==> src/rtl/tsn_tx_pri_dispatch.sv <==
// TSN transmit priority dispatcher.
// Takes the eligible-queue vector from the shaper and grants the highest
// eligible priority. It then streams that queue's FWFT FIFO frame to the MAC
// over AXI-Stream and enforces an inter-frame gap before the next grant.
module tsn_tx_pri_dispatch #(
  parameter int PORT_FIFO_PRI_NUM = 8,
  parameter int DATA_WIDTH        = 8,
  parameter int IFG_CYCLES        = 12
) (
  input  logic                                    i_clk,
  input  logic                                    i_rst,
  input  logic [PORT_FIFO_PRI_NUM-1:0]            i_queue,
  input  logic                                    i_queue_vld,
  output logic [PORT_FIFO_PRI_NUM-1:0]            o_scheduing_rst,
  output logic                                    o_scheduing_rst_vld,
  input  logic [PORT_FIFO_PRI_NUM-1:0]            i_fifo_empty,
  input  logic [PORT_FIFO_PRI_NUM*DATA_WIDTH-1:0] i_fifo_rdata,
  input  logic [PORT_FIFO_PRI_NUM-1:0]            i_fifo_rlast,
  output logic [PORT_FIFO_PRI_NUM-1:0]            o_fifo_rd_en,
  output logic [DATA_WIDTH-1:0]                   o_mac_tx_axis_data,
  output logic                                    o_mac_tx_axis_valid,
  output logic                                    o_mac_tx_axis_last,
  output logic [15:0]                             o_mac_tx_axis_user,
  input  logic                                    i_mac_tx_axis_ready
);

  localparam int N = PORT_FIFO_PRI_NUM;
  localparam logic [8:0] IFG9 = 9'(IFG_CYCLES);

  typedef enum logic [1:0] {ST_IDLE, ST_SEND, ST_GAP} state_t;

  state_t                  state, state_nxt;
  logic [N-1:0]            r_pend;
  logic                    r_pend_vld;
  logic [N-1:0]            r_grant;
  logic [7:0]              r_gap_cnt;
  logic                    r_last_popped;

  logic [N-1:0]            arb_src;
  logic [N-1:0]            arb_onehot;
  logic                    arb_req;
  logic                    arb_take;
  logic [DATA_WIDTH-1:0]   head_data;
  logic                    head_empty;
  logic                    head_last;
  logic [7:0]              grant8;
  logic                    out_free;
  logic                    pop;
  logic                    accept_last;
  logic                    gap_done;

  // Arbitration source (live strobe beats pending request) and strict-priority pick
  always_comb begin
    arb_src    = '0;
    arb_req    = 1'b0;
    arb_onehot = '0;
    if (i_queue_vld && (|i_queue)) begin
      arb_src = i_queue;
      arb_req = 1'b1;
    end else if (r_pend_vld) begin
      arb_src = r_pend;
      arb_req = 1'b1;
    end
    for (int unsigned k = 0; k < N; k++) begin
      if (arb_src[k]) begin
        arb_onehot    = '0;
        arb_onehot[k] = 1'b1;
      end
    end
  end

  // Head-of-FIFO view of the granted queue, plus the zero-extended grant for user
  always_comb begin
    head_data  = '0;
    head_empty = 1'b1;
    head_last  = 1'b0;
    grant8     = '0;
    grant8[N-1:0] = r_grant;
    for (int unsigned k = 0; k < N; k++) begin
      if (r_grant[k]) begin
        head_data  = i_fifo_rdata[k*DATA_WIDTH +: DATA_WIDTH];
        head_empty = i_fifo_empty[k];
        head_last  = i_fifo_rlast[k];
      end
    end
  end

  assign arb_take    = (state == ST_IDLE) && arb_req;
  assign out_free    = !o_mac_tx_axis_valid || i_mac_tx_axis_ready;
  assign pop         = (state == ST_SEND) && !r_last_popped && !head_empty && out_free;
  assign accept_last = o_mac_tx_axis_valid && i_mac_tx_axis_ready && o_mac_tx_axis_last;
  assign gap_done    = ({1'b0, r_gap_cnt} + 9'd1) >= IFG9;

  // State register
  always_ff @(posedge i_clk or posedge i_rst) begin
    if (i_rst) state <= ST_IDLE;
    else       state <= state_nxt;
  end

  // Next-state logic
  always_comb begin
    state_nxt = state;
    case (state)
      ST_IDLE: if (arb_req) state_nxt = ST_SEND;
      ST_SEND: if (accept_last) state_nxt = ST_GAP;
      ST_GAP:  if (gap_done) state_nxt = ST_IDLE;
      default: state_nxt = ST_IDLE;
    endcase
  end

  // Output logic: pop the granted FIFO only while a frame is in flight
  always_comb begin
    o_fifo_rd_en = '0;
    if (pop) o_fifo_rd_en = r_grant;
  end

  // Pending request, grant, scheduler feedback and gap counter
  always_ff @(posedge i_clk or posedge i_rst) begin
    if (i_rst) begin
      r_pend              <= '0;
      r_pend_vld          <= 1'b0;
      r_grant             <= '0;
      r_gap_cnt           <= '0;
      r_last_popped       <= 1'b0;
      o_scheduing_rst     <= '0;
      o_scheduing_rst_vld <= 1'b0;
    end else begin
      // A grant consumes the request; otherwise strobes only refresh r_pend
      if (arb_take) begin
        r_pend_vld <= 1'b0;
      end else if (i_queue_vld) begin
        if (|i_queue) begin
          r_pend     <= i_queue;
          r_pend_vld <= 1'b1;
        end else begin
          r_pend_vld <= 1'b0;
        end
      end
      if (arb_take) r_grant <= arb_onehot;
      o_scheduing_rst     <= arb_take ? arb_onehot : '0;
      o_scheduing_rst_vld <= arb_take;
      if (arb_take)              r_last_popped <= 1'b0;
      else if (pop && head_last) r_last_popped <= 1'b1;
      r_gap_cnt <= (state == ST_GAP) ? r_gap_cnt + 8'd1 : '0;
    end
  end

  // AXIS output register: load on pop, drop valid only after acceptance
  always_ff @(posedge i_clk or posedge i_rst) begin
    if (i_rst) begin
      o_mac_tx_axis_data  <= '0;
      o_mac_tx_axis_valid <= 1'b0;
      o_mac_tx_axis_last  <= 1'b0;
      o_mac_tx_axis_user  <= '0;
    end else if (pop) begin
      o_mac_tx_axis_data  <= head_data;
      o_mac_tx_axis_valid <= 1'b1;
      o_mac_tx_axis_last  <= head_last;
      o_mac_tx_axis_user  <= {8'd0, grant8};
    end else if (i_mac_tx_axis_ready) begin
      o_mac_tx_axis_valid <= 1'b0;
    end
  end

endmodule

==> config.mk <==
export PLATFORM = sky130hd
export DESIGN_NAME = tsn_tx_pri_dispatch
export DESIGN_NICKNAME = d
export VERILOG_FILES = /design/src/rtl/tsn_tx_pri_dispatch.sv
export SDC_FILE = /design/constraint.sdc
export NUM_CORES = 1
export LEC_CHECK = 0
export CORE_MARGIN = 8
export CORE_UTILIZATION = 25
export DETAILED_ROUTE_END_ITERATION = 7
export PLACE_DENSITY = 0.58
export SLEW_MARGIN = 20
export SYNTH_ARGS = -nofsm -noshare
export SYNTH_HDL_FRONTEND = slang
export SYNTH_SLANG_ARGS = --single-unit
==> constraint.sdc <==
create_clock -name i_clk -period 2.24 [get_ports i_clk]
set_input_delay 0.56 -clock i_clk [delete_from_list [all_inputs] [get_ports i_clk]]
set_output_delay 0.56 -clock i_clk [all_outputs]
set_load 0.01 [all_outputs]
Word-level counts from Yosys, hierarchy flattened. Index checks and enable logic that the tools add are counted.

Bits in registers: 55. Input port bits: 92.

$add $sub $neg: 2. Magnitude comparators: 1. Equality and inequality tests: 5. Muxes and demuxes: 50. Bitwise gates (word level): 1. Reduce and logical (&&, ||, !) cells: 19.

Operator list (count): 8-bit 2-to-1 mux (20); 1-bit 2-to-1 mux (26); 8-bit by 1-bit adder with 9-bit output, second input constant (1); 9-bit by 4-bit greater-or-equal comparator with 1-bit output, second input constant (1); 8-bit by 1-bit adder with 8-bit output, second input constant (1); 1-bit logical AND (8); 8-bit OR reduction (1); 2-bit 2-to-1 mux (3); 2-bit inequality test, second input constant (3); 2-bit one-hot mux with 3 select lines (1); 3-bit AND reduction (2); 2-bit nonzero test (3); 1-bit logical NOT (3); 2-bit by 1-bit equality test with 1-bit output, second input constant (1); 2-bit equality test, second input constant (1); 2-bit logical NOT (1); 1-bit logical OR (1); 1-bit NOT (1).

Logic depth before layout (Yosys ltp).
Word-level depth: 14. Gate-level depth with buffers: 8.

Worst setup path after synthesis. OpenSTA, ideal clock, no wires.

Kind: reg2out. Start: register r_grant[2] (netlist: grant8[2]). End: output o_fifo_rd_en[0]. Data arrival time: 1594 ps. Setup slack: 86 ps. Cell stages (with the launch flop): 8. Path through: dfrtp_1 -> or2_1 -> buf_2 -> a221oi_1 -> o21a_1 -> nor2_1 -> buf_4 -> and2_1.

Longest elaborated chain between the ends: 10.

Ends and longest elaborated chain: from (decl) (RTL line 35) `logic [N-1:0] r_grant;`; from (signal assigned) (RTL line 139) `if (arb_take) r_grant <= arb_onehot;`; 1-bit 2-to-1 mux (6 in series) (RTL line 80) `if (r_grant[k]) begin`; 1-bit logical NOT (RTL line 90) `assign pop = (state == ST_SEND) && !r_last_popped && !head_empty && out_free;`; 1-bit logical AND (2 in series) (RTL line 90); 8-bit 2-to-1 mux (RTL line 114) `if (pop) o_fifo_rd_en = r_grant;`; to (decl) (RTL line 19) `output logic [PORT_FIFO_PRI_NUM-1:0] o_fifo_rd_en,`.

Every way passes these cells.

Worst setup path in the final report.
Start: input i_fifo_empty[5]. End: output o_fifo_rd_en[1].

Longest elaborated chain between the ends: 7.

Ends and longest elaborated chain: from (decl) (RTL line 16) `input logic [PORT_FIFO_PRI_NUM-1:0] i_fifo_empty,`; 1-bit 2-to-1 mux (3 in series) (RTL line 80); 1-bit logical NOT (RTL line 90); 1-bit logical AND (2 in series) (RTL line 90); 8-bit 2-to-1 mux (RTL line 114).

Every way passes these cells.

==> flow_metrics.tcl <==
set metrics [dict create \
    max_cap_viol_count 0 \
    ys_types 58 \
    syn-cell-area_sq_um 3030 \
    first_iter_violations 99 \
    final_common_cell "clkdlybuf4s50_1" \
    comb_power_share 0.602 \
    syn_inst 309 \
    cts_hold_buf 0 \
    htree_levels 2 \
    wl_per_cell_um 17.6 \
    p_int_w 0.00354 \
    r2r_end "grant8[1]" \
    clk_latency_ns 0.29 \
    switching_power_w 0.00217 \
    start_kind "primary input" \
    skew_ns 0.00563 \
    switching_share 0.380 \
    portBuffers 126 \
    critical_path.max_fanout 6 \
    slew_viol_final 0 \
    track_usage 0.138 \
    yosysSeqAreaShare 0.454 \
    rsz0062_at_grt "yes" \
    dp_cells 619 \
    min_path_cells 1 \
    synth_edf_count 0 \
    p_leak_nw 2.30 \
    final_antenna_net_count 0 \
    area_delta_synth_final_pct 70.7 \
    initial_utilization 0.255 \
    relSlewSlack 0.645 \
    cts_sinks 55 \
    min_path_type "register to register" \
    drive_gt1_frac 0.271 \
    cp-startpoint "i_fifo_empty[5]" \
    synth_area_leaders "dfrtp_1, mux2_2, a21oi_1" \
    worstReg2RegStart "state[0]" \
    yosys.area.top_type "dfrtp_1" \
    violations "setup timing" \
    detail_route.vias_per_cell 4.84 \
    reg2regPathDepth 7 \
    period_needed_ns 2.40 \
    instances_no_fill 638 \
    hold-path-endpoint "r_gap_cnt[0]" \
    clock_path_buffers 2 \
    numCtsBuffers 5 \
    dr_total_vias 3091 \
    path_clk_slew_ns 0.07 \
    synth_flop_cell "dfrtp_1" \
    clkPwrFrac 0.132 \
    min-delay-start "r_gap_cnt[0]" \
    grt_overflow 0 \
    final_area_sq_um 5170 \
    ir_drop_uv 384 \
    critPathKind "primary input to output pin" \
    firstDrtPassIters 4 \
    die_w_um 126 \
    layout_setup_ws_ns -0.158 \
    synth-async-reset-ratio 1.00 \
    postPlaceCellArea_sq_um 4790 \
    sequentialPowerShare 0.266 \
    worstPathRequired_ns 1.68 \
    grt_pass1_vias 3293 \
    final_hold_viol_count 0 \
    fmax_mhz 417 \
    synth-seq-cells 55 \
    io_pins 135 \
    crit_arrival_ns 1.84 \
    num_rows 40 \
    drt_wl_total_mm 11.2 \
    cts_tree "yes" \
    grt_pass1_wl_mm 17.6 \
    dp_hpwl_mm 8.97 \
    avgSynthCellArea_sq_um 9.81 \
    grt_max_degree 26 \
    yosysWarnings 0 \
    die_y_um 126 \
    nNetsFinal 583 \
    cts_root_buf "clkbuf_16" \
    status "complete, but fails checks" \
    num_antenna_cells 0 \
    core_sq_um 11900 \
    finalSetupViolations 8 \
    remaining_drc_errors 0 \
    p_total_w 0.00571 \
    power_density_nw_per_um2 1100 \
    reg2reg_setup_slack_ns 0.22 \
    die_area_sq_um 15900 \
    fin_crit_sh 1.07 \
    end_kind "output pin" \
    gp_congestion 0.805 \
    tightest_slew_ns 0.531 \
    antenna_found_initial 0 \
    synth_top_area_frac 0.454 \
    final_cell_mix "clkdlybuf4s50_1, buf_4, dfrtp_1" \
]
synthesized netlist by cell type (7+ instances only):
cell type  instances
nand2_1           16
clkbuf_1           8
buf_4              9
o311a_1            7
buf_2              7
nor3_1            14
dfrtp_1           55
a221oi_1           9
inv_1             11
mux2_2            13
o22ai_1           17
a21oi_1           25
nor2_1            24
and2_1             8
power by group through the flow:
stage          logic [W]  clock network [W]  registers (W)
2_1_floorplan    0.00153                  0        0.00158
3_3_place_gp     0.00308                  0        0.00153
3_5_place_dp     0.00310                  0        0.00155
4_1_cts          0.00338           0.000785        0.00152
5_1_grt          0.00374           0.000824        0.00156
6_report         0.00344           0.000751        0.00152
worst max path at each step:
stage | depth (start not counted) | slack (ns) | end
3_3_place_gp | 8 | -0.78 | o_fifo_rd_en[2]
5_1_grt | 7 | -0.23 | o_fifo_rd_en[2]
3_5_place_dp | 8 | -0.80 | o_fifo_rd_en[1]
4_1_cts | 7 | -0.17 | o_fifo_rd_en[0]
6_report | 8 | -0.16 | o_fifo_rd_en[1]
2_1_floorplan | 7 | 0.09 | o_fifo_rd_en[0]
sequential cells by signal, summed over array words and instances, names as in the netlist:
register             cells
state                    2
r_pend_vld               1
o_mac_tx_axis_last       1
o_scheduing_rst_vld      1
o_scheduing_rst          8
o_mac_tx_axis_user       8
r_last_popped            1
r_pend                   8
o_mac_tx_axis_valid      1
grant8                   8
r_gap_cnt                8
o_mac_tx_axis_data       8
stage by stage:
step                setup WS, ns  setup TNS, ns  utilization  hold WS (ns)
floorplan                 0.0859              0            -         0.440
global placement          -0.778         -15.07        0.402         0.453
global route              -0.227          -1.49        0.434         0.509
finish                    -0.158         -0.954        0.434         0.482
detailed placement        -0.799         -15.35        0.402         0.469
CTS                       -0.167          -1.08        0.425         0.479
logic make-up after synthesis:
kind of cell,count (synthesis),share of synthesized area
compound gates,100,0.239
simple gates,91,0.160
buf+inv,39,0.0648
xor+xnor,6,0.0173
flops,55,0.454
mux,16,0.0594
fa+ha+maj,1,0.00413
other cells,1,0.00124
critical path, stage by stage:
cell	delay, ns
dlygate4sd2_1	0.23
nand3b_1	0.10
a21oi_2	0.08
a211o_1	0.35
nor2_4	0.13
buf_6	0.14
and2_4	0.14
buf_6	0.09
layout make-up:
type | count | area (sq um)
fill | 1140 | 6740
timing repair buffer | 192 | 1790
multi-input combinational | 223 | 1630
sequential | 55 | 1380
tap | 147 | 184
clock buffer | 6 | 129
inverter | 13 | 48.8
clock inverter | 2 | 12.5
metal layers:
metal / wire, um / share of wire / track usage
met3: 909 / 0.081 / 0.0392
met1: 4660 / 0.42 / 0.159
met5: 0 / 0 / 0
met4: 214 / 0.019 / 0.0389
met2: 5440 / 0.48 / 0.243
repair_timing:
item,CTS,global route
gates resized for setup,73,23
pin swaps,14,10
endpoints found under the setup margin,21,26
setup buffers,6,6
cloned,1,0
(Power assumes the default switching activity.)
